$ cat src/rtl/data_register_pkg.sv
// data_register_pkg: shared word width, word type and reset value for data_register
package data_register_pkg;
   localparam int DATA_W = 24;
   typedef logic [DATA_W-1:0] data_word_t;
   localparam data_word_t DATA_RESET = '0;
endpackage

$ cat src/rtl/data_register_parity.sv
// data_register_parity: even parity (XOR-reduce) of a WIDTH-bit word
module data_register_parity
   import data_register_pkg::*;
#(
   parameter int WIDTH = DATA_W
) (
   input  logic [WIDTH-1:0] data,
   output logic             parity
);
   assign parity = ^data;
endmodule

$ cat src/rtl/data_register.sv
// data_register: enabled holding register with sync clear and load pulse;
// DATA_REGISTER_PARITY_EN adds a stored even-parity bit and a registered parity error flag
module data_register
   import data_register_pkg::*;
#(
   parameter int               WIDTH       = DATA_W,
   parameter logic [WIDTH-1:0] RESET_VALUE = DATA_RESET
) (
   input  logic             clk,
   input  logic             rst,
   input  logic             enable,
   input  logic             clear,
   input  logic [WIDTH-1:0] data_in,
   output logic [WIDTH-1:0] data_out,
`ifdef DATA_REGISTER_PARITY_EN
   output logic             parity_out,
   output logic             parity_err,
`endif
   output logic             loaded
);
   logic [WIDTH-1:0] r_data;
   logic             r_loaded;
   always_ff @(posedge clk) begin
      if (rst || clear) begin
         r_data   <= RESET_VALUE;
         r_loaded <= 1'b0;
      end else begin
         if (enable) r_data <= data_in;
         r_loaded <= enable;
      end
   end
   assign data_out = r_data;
   assign loaded   = r_loaded;
`ifdef DATA_REGISTER_PARITY_EN
   localparam logic RESET_PAR = ^RESET_VALUE;
   logic w_gen_par;
   logic w_chk_par;
   logic r_par;
   logic r_perr;
   data_register_parity #(.WIDTH(WIDTH)) u_gen (.data(data_in), .parity(w_gen_par));
   data_register_parity #(.WIDTH(WIDTH)) u_chk (.data(r_data),  .parity(w_chk_par));
   // the error flag compares the word already stored against its stored parity
   always_ff @(posedge clk) begin
      r_par  <= (rst || clear) ? RESET_PAR : enable ? w_gen_par : r_par;
      r_perr <= (rst || clear) ? 1'b0 : (w_chk_par != r_par);
   end
   assign parity_out = r_par;
   assign parity_err = r_perr;
`endif
endmodule

$ cat config.mk
export PLATFORM = sky130hd
export DESIGN_NAME = data_register
export DESIGN_NICKNAME = d
export VERILOG_FILES = /design/src/rtl/data_register_pkg.sv /design/src/rtl/data_register_parity.sv /design/src/rtl/data_register.sv
export SDC_FILE = /design/constraint.sdc
export NUM_CORES = 1
export LEC_CHECK = 0
export BUFFER_PORTS_ARGS = -buffer_cell sky130_fd_sc_hd__buf_4
export CORE_MARGIN = 1
export CORE_UTILIZATION = 25
export CTS_CLUSTER_DIAMETER = 200
export CTS_CLUSTER_SIZE = 14
export DETAILED_ROUTE_END_ITERATION = 10
export PLACE_DENSITY_LB_ADDON = 0.08
export SLEW_MARGIN = 0
export SYNTH_ARGS = -nofsm -noshare
export SYNTH_HDL_FRONTEND = slang
export SYNTH_SLANG_ARGS = --single-unit
$ cat constraint.sdc
create_clock -name clk -period 1.2 [get_ports clk]
set_clock_uncertainty 0.2 [all_clocks]
set_input_delay 0.06 -clock clk [delete_from_list [all_inputs] [get_ports clk]]
set_output_delay 0.06 -clock clk [all_outputs]
set_load 0.005 [all_outputs]
==> results of run 1 <==
[stage by stage]
| stage | power, mW | util (%) |
|---|---|---|
| 6_report | 1.53 | 47.3 |
| 3_5_place_dp | 1.10 | 38.5 |
| 2_1_floorplan | 0.993 | - |
| 3_3_place_gp | 1.10 | 38.5 |
| 5_1_grt | 1.62 | 47.3 |
| 4_1_cts | 1.54 | 46.6 |
[repair_timing]
item | in CTS | in global routing
resized for setup | 0 | 7
endpoints found under the setup margin | 0 | 17
hold endpoints to repair | 24 | 25
[critical path, cell delays in order]
cell	delay, ns
dlygate4sd3_1	0.53
buf_4	0.13
or2_4	0.25
buf_6	0.15
nor2_1	0.09
[synthesized netlist by cell type, drive strengths merged]
cell type   n  area share [%]
nor2       25              10
inv         1            0.41
buf         6             7.0
dfxtp      25              55
or2         1            0.69
mux2i      24              26
[layout make-up]
type	instances	area share, %
Multi-Input combinational cell	50	21.4
Sequential cell	25	31.0
Timing Repair Buffer	81	42.2
Inverter	1	0.232
Tap cell	46	3.56
Clock buffer	4	1.63
[logic make-up after synthesis]
family                 count (synthesis)  synth area share [%]
buffers and inverters                  7                  7.44
flip-flops                            25                  55.1
multiplexers                          24                  26.4
AND/OR/NAND/NOR                       26                  11.0
[worst paths after layout]
path | end | slack, ns | cells past startpoint
min reg2reg | data_out[5] | 0.31 | 2
max reg2reg | data_out[17] | 0.35 | 2
min | data_out[8] | -0.04 | 4
max | data_out[15] | 0.04 | 5
[sequential cells by signal (all words and copies together), names as in the netlist]
name and cells:
data_out 24, loaded 1
[power by group]
group          internal, mW  total (mW)  switching [mW]
logic                 0.193       0.288          0.0948
clock network         0.130       0.371           0.241
registers             0.858       0.872          0.0139
total                  1.18        1.53           0.350
[layer usage]
metal	routed length [um]	GRT usage, %
met1	987	13.6
met2	1160	22.5
met3	134	2.94
met4	8	4.36
met5	0	0
[cells in the final DEF (no fill, tap or decap), drive strengths merged]
cell / count
nor2: 25
dfxtp: 25
mux2i: 24
dlygate4sd3: 25
inv: 1
buf: 56
or2: 1
clkbuf: 4
==> impl_metrics.csv, run 1 <==
group,metric,value,unit
sta,hold_slack,-0.0351,ns
logic_synthesis,ys_warn_count,0,
clock_network,htreeDepth,1,
layout,multi_input_area,345,um^2
clock_network,cts_sinks,25,
logic_synthesis,synth-seq-cells,25,
sta,layout_min_cycle_time,1.16,ns
setup_path,start_kind,"input port",
grt,grt_max_degree,26,
setup_path,path_class,"in2reg",
setup_path,crit_required,1.25,ns
setup_path,r2r_start,"data_out[17]",
floorplan,dieArea,3880,um^2
floorplan,coreArea,3420,um^2
min_path,hold_path_class,"in2reg",
clock_network,clk_pin_slew,0.14,ns
power,ir_worst_vdd,0.000450,V
detailed_routing,initialDrtViolationCount,14,
power,leakagePower,0.792,nW
clock_network,cts-root-buf,"clkbuf_4",
clock_network,cts_tree,"done",
floorplan,rows,21,
detailed_routing,routedWlPerCell,11.1,um
sta,hold_viol_final,25,
clock_network,numCtsBuffers,3,
setup_path,crit_path_max_fanout,9,
layout,fillers,348,
detailed_routing,firstDrtPassIters,3,
logic_synthesis,synth_area,908,um^2
layout,fin_area,1620,um^2
layout,final_cells,207,
grt,gr-total-overflow,0,
layout,drive_gt1_share,37.9,%
sta,clock.fmax,861,MHz
logic_synthesis,syn_inst,82,
layout,register_area,500,um^2
setup_path,critical_path.startpoint,"rst",
layout,area_growth_syn_to_layout,77.8,%
logic_synthesis,synth_cell_types,7,
detailed_routing,ant_nets,0,
sta,fin_ws,0.0391,ns
clock_network,clk_latency,0.31,ns
run,drv_cap,0,
sta,tightest_slew,0.417,ns
floorplan,fp.dieH,62.3,um
placed_design,buffer_ports.inserted,52,
grt,grt_pass1_vias,867,
logic_synthesis,syn_avg_cell_area,11.1,um^2
grt,grt_pass1_wl,3.80,mm
layout,antenna_cells,0,
logic_synthesis,ys_seq_area_share,55.1,%
placed_design,gp_congestion,0.618,
outcome,violations,"hold timing",
detailed_routing,drc,0,
detailed_routing,vias,845,
detailed_routing,wl,2.29,mm
clock_network,cts_setup_buffers,0,
grt,antenna_found_initial,0,
clock_network,cts_hold_buf,25,
logic_synthesis,synth_nets,110,
sta,finalSetupViolCount,0,
setup_path,cp.arrival,1.21,ns
sta,slew_viol_final,0,
sta,rsz0062_at_grt,"false",
min_path,min_from,"clear",
sta,period_share,96.7,%
outcome,status,"complete, but fails checks",
placed_design,placed_cells,177,
placed_design,dp_hpwl,1.38,mm
placed_design,place_ws,0.147,ns
grt,grt_util_all_layers,12.3,%
clock_network,ctsLongestPathBuffers,2,
sta,slew_headroom,72.2,%
floorplan,dieWidth,62.3,um
floorplan,start_util,26.6,%
placed_design,placed_area,1320,um^2
detailed_routing,viasPerCell,4.08,
layout,layout.nets,190,
power,p_per_area,947,nW/um^2
sta,finalSetupTns,0,ns
floorplan,io-pin-count,53,
setup_path,endpoint_kind,"flip-flop",
Note: power is estimated with default switching activity, not from simulation.
==> inputs of run 2 (changes only) <==
--- a/config.mk
+++ b/config.mk
@@ -5,6 +5,7 @@
 export SDC_FILE = /design/constraint.sdc
 export NUM_CORES = 1
 export LEC_CHECK = 0
+export ABC_AREA = 1
 export BUFFER_PORTS_ARGS = -buffer_cell sky130_fd_sc_hd__buf_4
 export CORE_MARGIN = 1
 export CORE_UTILIZATION = 25
==> impl_metrics.csv, run 2 <==
group,metric,value,unit
outcome,status,"completed",
detailed_routing,ant_nets,0,
layout,post-route-util,48.2,%
setup_path,start_kind,"input port",
logic_synthesis,syn_avg_cell_area,6.59,um^2
power,ir_worst_vdd,0.000509,V
placed_design,gp_congestion,0.599,
logic_synthesis,synth_cell_types,8,
grt,grt_max_degree,50,
sta,rsz0062_at_grt,"false",
floorplan,fp.dieH,65.7,um
logic_synthesis,synth-seq-cells,25,
layout,antenna_cells,0,
sta,tightest_slew,0.448,ns
sta,period_share,90.3,%
sta,layout_min_cycle_time,1.08,ns
clock_network,cts_sinks,25,
min_path,hold_path_class,"in2reg",
logic_synthesis,synthTopCellsByArea,"dfxtp_1 (49%), nand2_1 (18%), nor2_1 (18%), inv_1 (8.9%), buf_4 (3.0%)",
logic_synthesis,synth_largest_area_cell,"dfxtp_1",
logic_synthesis,ys_async_sr_fraction,0,%
layout,area_growth_syn_to_layout,79.2,%
layout,drive_gt1_share,25.3,%
logic_synthesis,synth_area,1010,um^2
grt,grt_pass1_wl,4.06,mm
grt,gr-total-overflow,0,
run,drv_cap,0,
detailed_routing,initialDrtViolationCount,46,
clock_network,clk_pin_slew,0.09,ns
detailed_routing,routedWlPerCell,9.55,um
floorplan,dieWidth,65.7,um
logic_synthesis,ys_warn_count,0,
detailed_routing,vias,1072,
clock_network,ctsLongestPathBuffers,2,
sta,finalSetupViolCount,0,
floorplan,start_util,26.9,%
placed_design,placed_area,1440,um^2
placed_design,buffer_ports.inserted,52,
clock_network,clk_latency,0.27,ns
power,total_power,1.73,mW
setup_path,crit_required,1.19,ns
layout,layout.nets,262,
layout,mostFrequentLayoutCell,"buf_4",
placed_design,dp_hpwl,1.53,mm
detailed_routing,wl,2.68,mm
logic_synthesis,ys_seq_area_share,49.3,%
logic_synthesis,syn_inst,154,
sta,clock.fmax,923,MHz
clock_network,cts-root-buf,"clkbuf_8",
floorplan,rows,22,
setup_path,cp.arrival,1.07,ns
detailed_routing,viasPerCell,3.81,
sta,slew_headroom,70.1,%
power,p_per_area,953,nW/um^2
logic_synthesis,synth_commonest_cells,"nand2_1 (48), nor2_1 (48), dfxtp_1 (25)",
grt,grt_util_all_layers,12.1,%
grt,antenna_found_initial,0,
sta,finalSetupTns,0,ns
floorplan,dieArea,4320,um^2
detailed_routing,firstDrtPassIters,4,
clock_network,htreeDepth,1,
clock_network,cts_tree,"done",
detailed_routing,drc,0,
logic_synthesis,synth_edf_count,0,
grt,grt_pass1_vias,1008,
clock_network,cts_setup_buffers,0,
layout,largest_reg_flops,24,
setup_path,crit_path_max_fanout,2,
setup_path,path_class,"in2reg",
clock_network,numCtsBuffers,3,
logic_synthesis,synth.top_cell.area_share,49.3,%
sta,slew_viol_final,0,
sta,hold_viol_final,0,
floorplan,coreArea,3770,um^2
logic_synthesis,synth_nets,182,
layout,fin_area,1820,um^2
logic_synthesis,ys.flop_type,"dfxtp_1",
power,leakagePower,0.975,nW
setup_path,endpoint_kind,"flip-flop",
layout,mostFrequentLayoutCells,"buf_4 (50), nor2_1 (48), nand2_1 (48)",
floorplan,io-pin-count,53,
[run 2: changes by cell type in the layout (fill, tap and decap cells not counted), sizes merged, moves of 2 or more]
| cell | change |
|---|---|
| nand2 | +48 |
| mux2i | -24 |
| nor2 | +24 |
| inv | +23 |
| buf | -4 |
| dlymetal6s4s | +2 |
[run 2: final cells by class]
type / count / area [um^2]
repair buffers: 82 / 742
clock inverters: 1 / 5.00
well taps: 48 / 60.1
flip-flops and latches: 25 / 500
multi-input cells: 98 / 379
fillers: 396 / 1950
clock buffers: 3 / 41.3
inverters: 24 / 90.1
[run 2: kinds of logic after synthesis]
logic type,count (synthesis),share of synthesized area [%]
buffers and inverters,31,13.3
flip-flops,25,49.3
AND/OR/NAND/NOR,98,37.4
[run 2: repair_timing]
item                       in CTS  in global routing
setup endpoints to repair       0                 15
gates resized for setup         0                  2
hold endpoints to repair       25                  1
hold buffers                   26                  2
[run 2: worst max-delay path: stages]
cell	delay, ns
dlymetal6s4s_1	0.26
dlygate4sd3_1	0.57
nor3b_1	0.18
[run 2: worst paths after layout]
path	startpoint	endpoint	slack [ns]	cells past startpoint
max	clear	loaded	0.12	3
min	enable	data_out[21]	0.07	3
max reg2reg	data_out[10]	data_out[10]	0.43	2
min reg2reg	data_out[17]	data_out[17]	0.27	2
[run 2: metrics by stage]
stage	std cells	hold slack, ns	setup WS [ns]
6_report	281	0.0672	0.116
5_1_grt	281	0.0850	0.0864
4_1_cts	278	0.0647	0.0170
3_5_place_dp	248	0.0594	0.212
3_3_place_gp	248	0.0541	0.235
2_1_floorplan	154	-0.0649	0.397
[run 2: layer usage]
layer	track usage (%)	up-vias	part of all wire, %
met5	0	-	0
met4	2.45	0	0.63
met3	4.17	2	6.5
met2	23.9	31	51
met1	12.0	448	42
li1	-	591	-
[run 2: report_power, final]
| part | leakage (nW) | internal [mW] | switching, mW | total [mW] |
|---|---|---|---|---|
| combinational | 0.744 | 0.219 | 0.133 | 0.351 |
| sequential | 0.205 | 0.865 | 0.0189 | 0.884 |
| clock | 0.0255 | 0.232 | 0.265 | 0.498 |
